**config.mk**
```make
export PLATFORM = sky130hd
export DESIGN_NAME = uart_tx_fifo
export DESIGN_NICKNAME = d
export VERILOG_FILES = /design/src/rtl/uart_tx_fifo.sv
export SDC_FILE = /design/constraint.sdc
export NUM_CORES = 1
export LEC_CHECK = 0
export CORE_MARGIN = 1.5
export CORE_UTILIZATION = 35
export CTS_CLUSTER_SIZE = 24
export DETAILED_ROUTE_END_ITERATION = 8
export PLACE_DENSITY = 0.53
export SKIP_LAST_GASP = 1
export SYNTH_ARGS = -nofsm -noshare
export SYNTH_HDL_FRONTEND = slang
export SYNTH_SLANG_ARGS = --single-unit
```
**constraint.sdc**
```tcl
create_clock -name clk -period 3.3 [get_ports clk]
set_input_delay 0.495 -clock clk [delete_from_list [all_inputs] [get_ports clk]]
set_output_delay 0.495 -clock clk [all_outputs]
set_load 0.01 [all_outputs]
```
**src/rtl/uart_tx_fifo.sv**
```systemverilog
// Byte FIFO that feeds a UART transmitter through a four-state drain FSM.
// Define UART_TX_FIFO_OVF_CNT_EN to count dropped writes on ovf_count (otherwise tied to zero).
module uart_tx_fifo #(
  parameter int DEPTH = 16,
  parameter int AW    = 4
) (
  input  logic          clk,
  input  logic          reset,
  input  logic          wr_en,
  input  logic [7:0]    wr_data,
  output logic          full,
  output logic          empty,
  output logic [AW:0]   count,
  input  logic          tx_busy,
  output logic          tx_start,
  output logic [7:0]    tx_data,
  output logic [7:0]    ovf_count
);

  localparam logic [1:0] IDLE      = 2'd0;
  localparam logic [1:0] START     = 2'd1;
  localparam logic [1:0] WAIT_BUSY = 2'd2;
  localparam logic [1:0] WAIT_DONE = 2'd3;

  localparam logic [AW:0]   DEPTH_C = (AW+1)'(DEPTH);
  localparam logic [AW:0]   CNT_ONE = (AW+1)'(1);
  localparam logic [AW-1:0] PTR_ONE = AW'(1);

  logic [7:0]    mem_q [DEPTH];
  logic [AW-1:0] wr_ptr_q, wr_ptr_d;
  logic [AW-1:0] rd_ptr_q, rd_ptr_d;
  logic [AW:0]   count_q, count_d;
  logic          full_q, full_d;
  logic          empty_q, empty_d;
  logic [1:0]    state_q, state_d;
  logic [3:0]    tmo_q, tmo_d;
  logic [7:0]    tx_data_q, tx_data_d;
  logic          wr_ok;
  logic          pop;

  // A write into a full FIFO is dropped even if a pop frees a slot this cycle.
  assign wr_ok = wr_en & ~full_q;
  assign pop   = (state_q == IDLE) & ~empty_q & ~tx_busy;

  always_comb begin
    wr_ptr_d  = wr_ptr_q;
    rd_ptr_d  = rd_ptr_q;
    count_d   = count_q;
    tx_data_d = tx_data_q;
    if (wr_ok) wr_ptr_d = wr_ptr_q + PTR_ONE;
    if (pop) begin
      rd_ptr_d  = rd_ptr_q + PTR_ONE;
      tx_data_d = mem_q[rd_ptr_q];
    end
    case ({wr_ok, pop})
      2'b10:   count_d = count_q + CNT_ONE;
      2'b01:   count_d = count_q - CNT_ONE;
      default: count_d = count_q;
    endcase
    full_d  = (count_d == DEPTH_C);
    empty_d = (count_d == '0);
  end

  always_comb begin
    state_d = state_q;
    tmo_d   = tmo_q;
    case (state_q)
      IDLE:      if (pop) state_d = START;
      START: begin
        state_d = WAIT_BUSY;
        tmo_d   = '0;
      end
      // Give up after 16 cycles without busy and treat the byte as sent.
      WAIT_BUSY: begin
        if (tx_busy)              state_d = WAIT_DONE;
        else if (tmo_q == 4'hF)   state_d = IDLE;
        else                      tmo_d   = tmo_q + 4'd1;
      end
      WAIT_DONE: if (!tx_busy) state_d = IDLE;
      default:   state_d = IDLE;
    endcase
  end

  always_ff @(posedge clk) begin
    if (wr_ok) mem_q[wr_ptr_q] <= wr_data;
  end

  always_ff @(posedge clk or posedge reset) begin
    if (reset) begin
      wr_ptr_q  <= '0;
      rd_ptr_q  <= '0;
      count_q   <= '0;
      full_q    <= 1'b0;
      empty_q   <= 1'b1;
      state_q   <= IDLE;
      tmo_q     <= '0;
      tx_data_q <= 8'h00;
    end else begin
      wr_ptr_q  <= wr_ptr_d;
      rd_ptr_q  <= rd_ptr_d;
      count_q   <= count_d;
      full_q    <= full_d;
      empty_q   <= empty_d;
      state_q   <= state_d;
      tmo_q     <= tmo_d;
      tx_data_q <= tx_data_d;
    end
  end

  assign full     = full_q;
  assign empty    = empty_q;
  assign count    = count_q;
  assign tx_start = (state_q == START);
  assign tx_data  = tx_data_q;

`ifdef UART_TX_FIFO_OVF_CNT_EN
  logic [7:0] ovf_q, ovf_d;

  assign ovf_d = (wr_en && full_q && ovf_q != 8'hFF) ? ovf_q + 8'd1 : ovf_q;

  always_ff @(posedge clk or posedge reset) begin
    if (reset) ovf_q <= 8'h00;
    else       ovf_q <= ovf_d;
  end

  assign ovf_count = ovf_q;
`else
  assign ovf_count = 8'h00;
`endif

endmodule

```
==> results of run 1 <==
## layout by cell type, fill, tap and decap left out, types with 2 or more instances in the layout
master           Yosys  routed
inv_6                0       3
clkinv_1             0       3
nor2_1              25      25
a21oi_1              8       8
conb_1               1       8
bufinv_16            0       3
nand3_1              2       2
xnor2_1              7       7
ha_1                 9       9
nand4_1              3       3
xor2_1               6       6
o21bai_1             5       5
mux2_2              19      19
mux4_1               7       7
buf_4               11      22
nor2b_1              5       5
o22ai_1              5       5
o21ai_0             10      10
clkbuf_16            0      17
clkdlybuf4s50_1      0      27
mux4_2              15      15
a221o_1              8       8
mux2i_1             13      13
nor3_1              11      11
dfrtp_1             28      27
nand2b_1             4       4
clkinvlp_4           0       2
nand2_1             19      19
inv_1                5       5
edfxtp_1           128     128
## flip-flops by register name (all words and copies together) (netlist names)
name      flops
count         5
empty         1
full          1
mem_q       128
rd_ptr_q      4
state_q       2
tmo_q         4
tx_data       8
wr_ptr_q      4
## cell usage after synthesis (all sizes together) (2+ instances only)
master and instances:
o21ai 10, nor3 11, ha 9, nand4 3, xor2 6, nor2b 5, mux2 19, nand2 19
buf 17, clkbuf 10, a221o 8, nand2b 4, o22ai 5, a21oi 8, mux2i 13, inv 5
dfrtp 28, nand3 2, mux4 22, nor2 25, xnor2 7, o21bai 5, edfxtp 128
## metal layers
layer  global-route usage [%]  share of wire, %  routed length [µm]
met4                     5.43               1.3                 165
met3                     3.85               5.6                 714
met1                     18.7                45                5710
met2                     22.9                49                6220
met5                        0                 0                   0
## through the flow
stage          utilization, %  hold WS [ns]  power (W)  instances  area, µm²
2_1_floorplan               -         0.467    0.00415        391       6540
3_3_place_gp             39.3         0.489    0.00474        643       7110
3_5_place_dp             39.3         0.490    0.00479        643       7110
4_1_cts                  42.6         0.500    0.00677        674       7700
5_1_grt                  42.6         0.514    0.00705        674       7700
6_report                 42.6         0.495    0.00669        674       7700
## power by group
part / total, W / switching (W) / internal [W]
sequential: 0.00278 / 0.000304 / 0.00247
combinational: 0.00195 / 0.000946 / 0.00100
clock: 0.00197 / 0.000778 / 0.00119
## kinds of logic after synthesis
family                   Yosys count  synth area share, %
adder cells (fa/ha/maj)            9                 1.73
AO/OA/AOI/OAI                     43                 4.67
multiplexers                      54                 13.3
other                              1               0.0575
AND/OR/NAND/NOR                   75                 5.39
buffers and inverters             32                 2.99
XOR/XNOR                          13                 1.75
flip-flops                       157                 70.1
## layout make-up
type	count	area share [%]
Inverter	5	0.244
Multi-Input combinational cell	202	23.1
Timing Repair Buffer	50	5.91
Sequential cell	157	59.3
Clock inverter	14	2.18
Clock buffer	17	5.52
Tap cell	229	3.72
## worst min-delay path by stage
stage,startpoint,slack (ns),to
detailed placement,count[4],0.49,count[4]
floorplan,rd_ptr_q[3],0.47,rd_ptr_q[3]
global placement,rd_ptr_q[3],0.49,rd_ptr_q[3]
global route,rd_ptr_q[3],0.51,rd_ptr_q[3]
finish,count[4],0.50,count[4]
CTS,count[4],0.50,count[4]
==> flow_summary.json, run 1 <==
{
  "outcome": "finished, violations left",
  "violations": "DRC",
  "synth_edf_count": 128,
  "synth_area_leaders": "edfxtp_1 (59%), dfrtp_1 (11%), mux4_2 (5.2%)",
  "rsz0062_at_grt": "false",
  "critPathRequiredTime_ns": 3.63,
  "hold_path.class": "flop to flop",
  "period_needed_ns": 2.56,
  "cp_top_family": "compound AO/OA/AOI/OAI gates",
  "multi_input_area_mm2": 0.00178,
  "vias": 3383,
  "gp_congestion": 0.759,
  "setup_slack_ns": 0.742,
  "core_mm2": 0.0181,
  "avgSynthCellArea_um2": 17.0,
  "synth_cells": 384,
  "ys_types": 43,
  "slew_headroom_pct": 22.0,
  "max-cap-violations": 0,
  "wl_per_cell_um": 19.0,
  "cp-startpoint": "wr_en",
  "cts-htree-levels": 4,
  "ios": 36,
  "cts_made_buffers": 17,
  "crit_path_start_kind": "input pin",
  "crit_fanout": 4,
  "slowest_stage": "clkdlybuf4s50_1",
  "hold_depth": 1,
  "fmax_ghz": 0.391,
  "ys_async_sr_fraction_pct": 18.5,
  "cts.sinks": 157,
  "p_per_area_mw_per_mm2": 868,
  "reg2reg_to": "full",
  "skew_ns": 0.0119,
  "cts_resized": 0,
  "synth_ff_type": "edfxtp_1",
  "reg2reg_slack_ns": 0.84,
  "n_antenna_cell": 0,
  "clk_transition_reported_paths_ns": 0.06,
  "drtPass1Iterations": 8,
  "cts_tree": "yes",
  "finalSetupViolCount": 0,
  "grt_pass1_wl_um": 20200,
  "syn_to_final_growth_pct": 18.2,
  "yosys.area.top_type": "edfxtp_1",
  "hpwl_um": 7990,
  "cpPeakStageDelay_ns": 0.44,
  "tightest_slew_ns": 1.17,
  "start_util_pct": 36.0,
  "drc": 4,
  "synth_area_mm2": 0.00652,
  "finalCritPeriodShare_pct": 77.5,
  "drt_iter0_markers": 260,
  "yosys.area.top_type_share_pct": 59.0,
  "ant_nets": 0,
  "p_leak_nw": 2.72,
  "cp.depth": 11,
  "cts_buffer_depth": 2,
  "drive_gt1_share_pct": 20.0,
  "post_cts_buffers": 0,
  "fillers": 1595,
  "grt_use_total_pct": 14.3,
  "vdd_drop_max_mv": 0.450,
  "cp-endpoint": "full",
  "dieWidth_um": 139,
  "antenna_found_initial": 0,
  "slew_viol_final": 0,
  "regArea_mm2": 0.00457,
  "dp_slack_ns": 0.294,
  "ys_ff_latch": 157,
  "grt_pass1_vias": 3511,
  "finalHoldViolCount": 0,
  "layout.nets": 454,
  "drt-total-wl_um": 12800,
  "die_area_mm2": 0.0194,
  "rows": 49,
  "r2r_cells": 11,
  "grt_overflow": 0,
  "cp.arrival_ns": 2.89,
  "die_h_um": 139,
  "crit_buf_inv": 2,
  "clock_latency_ns": 0.43,
  "path_class": "input pin to flop",
  "grt_max_degree": 41,
  "path_cells": "clkdlybuf4s50_1 > nor2b_1 > inv_1 > ha_1 > xor2_1 > ha_1 > o21ai_0 > a21oi_1 > a2111oi_2 > xor2_1 > nor3b_1",
  "cp-end-kind": "flop",
  "drt-vias-per-instance": 5.02,
  "hold_buffers": 0,
  "reg2reg_from": "empty",
  "clockRootBuffer": "clkbuf_16",
  "port_buffers": 27,
  "fin_tns_setup_ns": 0,
  "yosys_warnings": 0,
  "seq_area_frac_synth_pct": 70.1
}
No activity file was read; power rests on OpenSTA's default activity.
==> inputs of run 2 (changes only) <==
==> constraint.sdc (replaced) <==
create_clock -name clk -period 2.5 [get_ports clk]
set_input_delay 0.375 -clock clk [delete_from_list [all_inputs] [get_ports clk]]
set_output_delay 0.375 -clock clk [all_outputs]
set_load 0.01 [all_outputs]
==> run 2 against run 1 <==
  * The run still ends with DRC left
  * Critical path type is now flop to flop
  * Design area is 1.4% higher
  * Total power increased by 35%
  * Wire length increased by 4.5%
  * Setup slack worse by 0.58 ns
  * Core utilization rose by 0.62 points
  * Clock power increased by 32%
  * Critical path depth stayed put
  * Largest power group unchanged
  * Worst hold slack worse by 0.15 ns
  * Register-to-register slack got worse by 0.67 ns
==> flow_summary.json, run 2 (synthesis results as in run 1) <==
{
  "skew_ns": 0.00538,
  "finalCritPeriodShare_pct": 93.4,
  "cts-htree-levels": 4,
  "grt_use_total_pct": 14.6,
  "gp_congestion": 0.750,
  "core_mm2": 0.0181,
  "syn_to_final_growth_pct": 19.9,
  "rows": 49,
  "clock_latency_ns": 0.42,
  "max-cap-violations": 0,
  "slew_headroom_pct": 41.6,
  "reg2reg_to": "full",
  "cts_made_buffers": 17,
  "finalPower_w": 0.00901,
  "drc": 3,
  "use_met1_pct": 18.3,
  "tightest_slew_ns": 0.872,
  "clockRootBuffer": "clkbuf_16",
  "busiest_layer": "met2",
  "drt_iter0_markers": 225,
  "most-common-layout-cells": "edfxtp_1 (128), buf_4 (28), dfrtp_1 (27), clkdlybuf4s50_1 (27), nor2_1 (24)",
  "grt_pass1_vias": 3508,
  "vdd_drop_max_mv": 0.649,
  "cp_top_family": "flip-flops",
  "reg2reg_from": "empty",
  "die_area_mm2": 0.0194,
  "grt_max_degree": 46,
  "dieWidth_um": 139,
  "cts_tree": "yes",
  "drtPass1Iterations": 9,
  "n_antenna_cell": 0,
  "hold_buffers": 0,
  "hold_path.class": "input pin to asynchronous set/reset pin",
  "die_h_um": 139,
  "crit_buf_inv": 1,
  "clk_transition_reported_paths_ns": 0.06,
  "slew_viol_final": 0,
  "wl_per_cell_um": 19.6,
  "period_needed_ns": 2.33,
  "grt_overflow": 0,
  "p_leak_nw": 2.76,
  "path_class": "flop to flop",
  "top_register": "mem_q",
  "fmax_ghz": 0.428,
  "cts_buffer_depth": 2,
  "cp.arrival_ns": 2.68,
  "grt_pass1_wl_um": 20400,
  "ios": 36,
  "crit_path_start_kind": "flop",
  "crit_fanout": 3,
  "vias": 3453,
  "p_per_area_mw_per_mm2": 1150,
  "drt-vias-per-instance": 5.06,
  "hpwl_um": 8220,
  "antenna_found_initial": 0,
  "cts.sinks": 157,
  "cpPeakStageDelay_ns": 0.53,
  "outcome": "finished, violations left",
  "path_cells": "nor2_1 > nand2_1 > inv_2 > ha_2 > xor2_1 > ha_2 > o21a_1 > o2bb2ai_2 > a2111oi_2 > xor2_1 > nor3b_2",
  "fin_tns_setup_ns": 0,
  "r2r_cells": 11,
  "layout.nets": 461,
  "cp-end-kind": "flop",
  "critPathRequiredTime_ns": 2.84,
  "port_buffers": 27,
  "grt_util_met3_pct": 3.65,
  "slowest_stage": "dfstp_2",
  "violations": "DRC",
  "start_util_pct": 36.0,
  "layout_commonest_cell": "edfxtp_1",
  "drt-total-wl_um": 13400,
  "reg2reg_slack_ns": 0.17,
  "globalRouteMet2Util_pct": 24.0,
  "largest_register_ff_count": 128,
  "finalHoldViolCount": 0,
  "finalSetupViolCount": 0,
  "ant_nets": 0,
  "drive_gt1_share_pct": 23.8
}
[run 2: worst max path at each step]
stage               endpoint  start  cells past startpoint
floorplan               full  empty                     12
global placement        full  wr_en                     11
detailed placement      full  wr_en                     11
CTS                     full  empty                     11
global route            full  empty                     12
finish                  full  empty                     11
[run 2: routing by layer]
layer	part of all wire, %	vias to the layer above	wire (µm)
met5	0	-	0
met4	1.7	0	223
met3	3.5	15	469
met2	50	72	6730
met1	45	1784	5970
li1	-	1582	-
[run 2: repair_timing]
item | in CTS | in global routing
endpoints found under the setup margin | 0 | 2
resized for setup | 0 | 13
setup buffers | 0 | 4
[run 2: worst register-to-register path, stage by stage (launching register included)]
cell and delay, ns:
dfstp_2 0.53, nor2_1 0.04, nand2_1 0.09, inv_2 0.05, ha_2 0.17, xor2_1 0.18, ha_2 0.23, o21a_1 0.14
o2bb2ai_2 0.07, a2111oi_2 0.31, xor2_1 0.25, nor3b_2 0.21
[run 2: stage by stage]
stage                     worst slack (ns)  cells  hold WS (ns)  area [µm²]  utilization [%]
final                                0.165    682         0.342        7820             43.2
after global routing              -0.00634    682         0.366        7820             43.2
after CTS                           0.0554    678         0.345        7740             42.8
after detailed placement            -0.313    646         0.487        7150             39.5
after global placement              -0.251    646         0.484        7150             39.5
after floorplan                     0.0369    391         0.452        6550                -
[run 2: cell type report]
cell class	instances	area, µm²
Timing Repair Buffer	57	520
Clock buffer	19	433
Tap cell	229	287
Sequential cell	157	4570
Clock inverter	13	165
Inverter	5	18.8
Fill cell	1572	10300
Multi-Input combinational cell	202	1820
[run 2: report_power, final]
part           total [W]  switching, W  internal [W]
combinational    0.00281       0.00138       0.00143
clock            0.00261       0.00103       0.00158
sequential       0.00360      0.000335       0.00326
total            0.00901       0.00274       0.00627
==> inputs of run 3 (changes only) <==
--- a/config.mk
+++ b/config.mk
@@ -9,6 +9,8 @@
 export CORE_UTILIZATION = 35
 export CTS_CLUSTER_SIZE = 24
 export DETAILED_ROUTE_END_ITERATION = 8
+export GPL_ROUTABILITY_DRIVEN = 0
+export HOLD_SLACK_MARGIN = 0.1
 export PLACE_DENSITY = 0.53
 export SKIP_LAST_GASP = 1
 export SYNTH_ARGS = -nofsm -noshare
==> results of run 3 <==
The final DEF is identical to that of run 2; final timing and power are the same.
==> patch: new RTL, config.mk and constraints of run 3 <==
Take the reset off `tx_data_q` and load it in a clocked block of its own.
--- a/src/rtl/uart_tx_fifo.sv
+++ b/src/rtl/uart_tx_fifo.sv
@@ -95,5 +95,4 @@
       state_q   <= IDLE;
       tmo_q     <= '0;
-      tx_data_q <= 8'h00;
     end else begin
       wr_ptr_q  <= wr_ptr_d;
@@ -104,6 +103,9 @@
       state_q   <= state_d;
       tmo_q     <= tmo_d;
-      tx_data_q <= tx_data_d;
     end
+  end
+
+  always_ff @(posedge clk) begin
+    tx_data_q <= tx_data_d;
   end
 
Function: differs if reset is asserted again (counterexample within 4 cycles, from zero or initial values and one cycle with reset high); with reset held inactive, the same outputs for 10 cycles.
==> patch against run 3 <==
Routed wire length down 5.1%. Final cell count fell by 3.7%. Count of clock-buffer cells in the layout down 1. Area after synthesis shrank 0.63%. Die area is 0.62% lower. Sequential cell count stayed put. Worst setup slack better by 0.023 ns. Clock power decreased by 10%. Power is 3.7% lower. Final area decreased by 1.1%. Register-to-register slack improved by 0.04 ns. Critical endpoint unchanged.
==> patch: results (changes against run 3) <==
* Outcome: finished, final reports clean
* Total Nets Final at 437 (-5.2%)
* Power per Cell Area at 1120 mW/mm^2 (-2.6%)
* Max VDD drop at 0.000562 V (-13%)
* Final HPWL DP at 8380 um (+1.9%)
* Top cells by count, synth: 136 x sky130_fd_sc_hd__edfxtp_1, 25 x sky130_fd_sc_hd__mux4_2, 20 x sky130_fd_sc_hd__dfrtp_1, 18 x sky130_fd_sc_hd__nor2_1
* XOR/XNOR Fraction of Synth Area at 1.87% (+0.13 points)
* Share of cells above drive strength 1 at 24.3% (+0.46 points)
* Synthesized-area fraction occupied by adder cells at 1.74% (+0.011 points)
* Async set-or-reset flop fraction in the synthesized netlist at 13.4% (-5.1 points)
* First drt pass iteration count at 4 (-5)
* Cell types with the largest area share after synthesis: sky130_fd_sc_hd__edfxtp_1 63%, sky130_fd_sc_hd__mux4_2 8.7%, sky130_fd_sc_hd__dfrtp_1 7.7%
* Synth cell types at 46 (+7.0%)
* Flip-flop count of the largest register after layout at 128 (unchanged)
* Complex-gate fraction of the synthesized area at 3.65% (-1.0 points)
* Fill cell instance count of the final layout at 1,609 (+2.4%)
* Tightest Pin Transition at 0.834 ns (-0.0387 ns)
* Combined global-route utilization of all metal layers at 14.1% (-0.50 points)
* Worst stage delay on the critical path at 0.46 ns (-0.07 ns)
* Seq/Total Area, Yosys at 71.2% (+1.1 points)
* Mux contribution to synthesized area at 13.1% (-0.17 points)
* Total via count after detailed routing at 3,334 (-3.4%)
* Largest net degree at the start of global routing at 22 (-52%)
* DRC violation total after the first TritonRoute iteration at 167 (-26%)
* Final clock skew at 0.00709 ns (+0.00171 ns)
* Wire length of the first global-routing pass at 20,100 um (-1.6%)
* Min-Delay Path Class: input port to asynchronous set/reset pin
* Number of global-route vias before repair at 3,455 (-1.5%)
* Critical path arrival at 2.64 ns (-0.04 ns)
* Standby leakage power at 2.67 nW (-3.1%)
* Cell Int Power at 0.00596 W (-4.9%)
* Number of enable flip-flop cells after synthesis at 136 (+6.3%)
* Slowest cell on the critical path: sky130_fd_sc_hd__clkdlybuf4s50_1
* Wire length per cell at 19.3 um (-1.5%)
* Placement-stage cell area at 0.00718 mm^2 (+0.49%)
patch: timing repair:
action                                  4_1_cts  5_1_grt
setup buffers                                 0        0
endpoints found under the hold margin         0        0
resized for setup                             0        2
endpoints found under the setup margin        0        1
patch: power by group through the flow:
stage	clock network [W]	logic (W)	registers, W
after floorplan	0	0.00197	0.00355
after global placement	0	0.00258	0.00378
after detailed placement	0	0.00261	0.00380
after CTS	0.00241	0.00263	0.00375
after global routing	0.00252	0.00283	0.00381
final	0.00235	0.00259	0.00374
patch: cells by family after synthesis:
family	count (synthesis)
adder cells (fa/ha/maj)	9
AO/OA/AOI/OAI	33
multiplexers	42
flip-flops	157
buffers and inverters	33
other	1
XOR/XNOR	13
AND/OR/NAND/NOR	65
patch: worst max-delay path, delay by kind of cell:
family                   cells  cell delay, ns
buffers and inverters        1            0.46
XOR/XNOR                     2            0.37
adder cells (fa/ha/maj)      2            0.47
AO/OA/AOI/OAI                2            0.16
AND/OR/NAND/NOR              3            0.83
patch: area by class of cell:
type	instances	area share (%)
flip-flops and latches	157	59.7
inverters	6	0.291
clock inverters	13	1.38
multi-input cells	170	22.1
well taps	229	3.71
clock buffers	18	5.55
repair buffers	64	7.30
patch: per-layer routing:
| metal | up-vias | part of all wire (%) | global-route usage (%) |
|---|---|---|---|
| li1 | 1499 | - | - |
| met3 | 19 | 3.0 | 2.97 |
| met5 | - | 0 | 0 |
| met2 | 70 | 51 | 23.1 |
| met1 | 1746 | 45 | 18.4 |
| met4 | 0 | 1.5 | 5.43 |
patch: final timing paths:
check | cells after the start | endpoint | start | slack [ns]
worst min-delay path | 2 | tmo_q[2] | reset | 0.42
min in group clk | 1 | count[4] | count[4] | 0.52
worst max register to register | 9 | full | state_q[0] | 0.21
max in group asynchronous | 2 | rd_ptr_q[0] | reset | 1.50
worst min register to register | 1 | count[4] | count[4] | 0.52
worst max-delay path | 10 | full | tx_busy | 0.19
patch: stage by stage:
stage	hold slack (ns)	TNS [ns]	worst slack [ns]	power (W)	cells
detailed placement	0.523	-0.480	-0.256	0.00642	626
global placement	0.505	-0.290	-0.145	0.00636	626
finish	0.417	0	0.188	0.00868	657
global route	0.510	0	0.0121	0.00915	657
floorplan	0.351	-0.539	-0.233	0.00552	360
CTS	0.452	0	0.151	0.00878	657
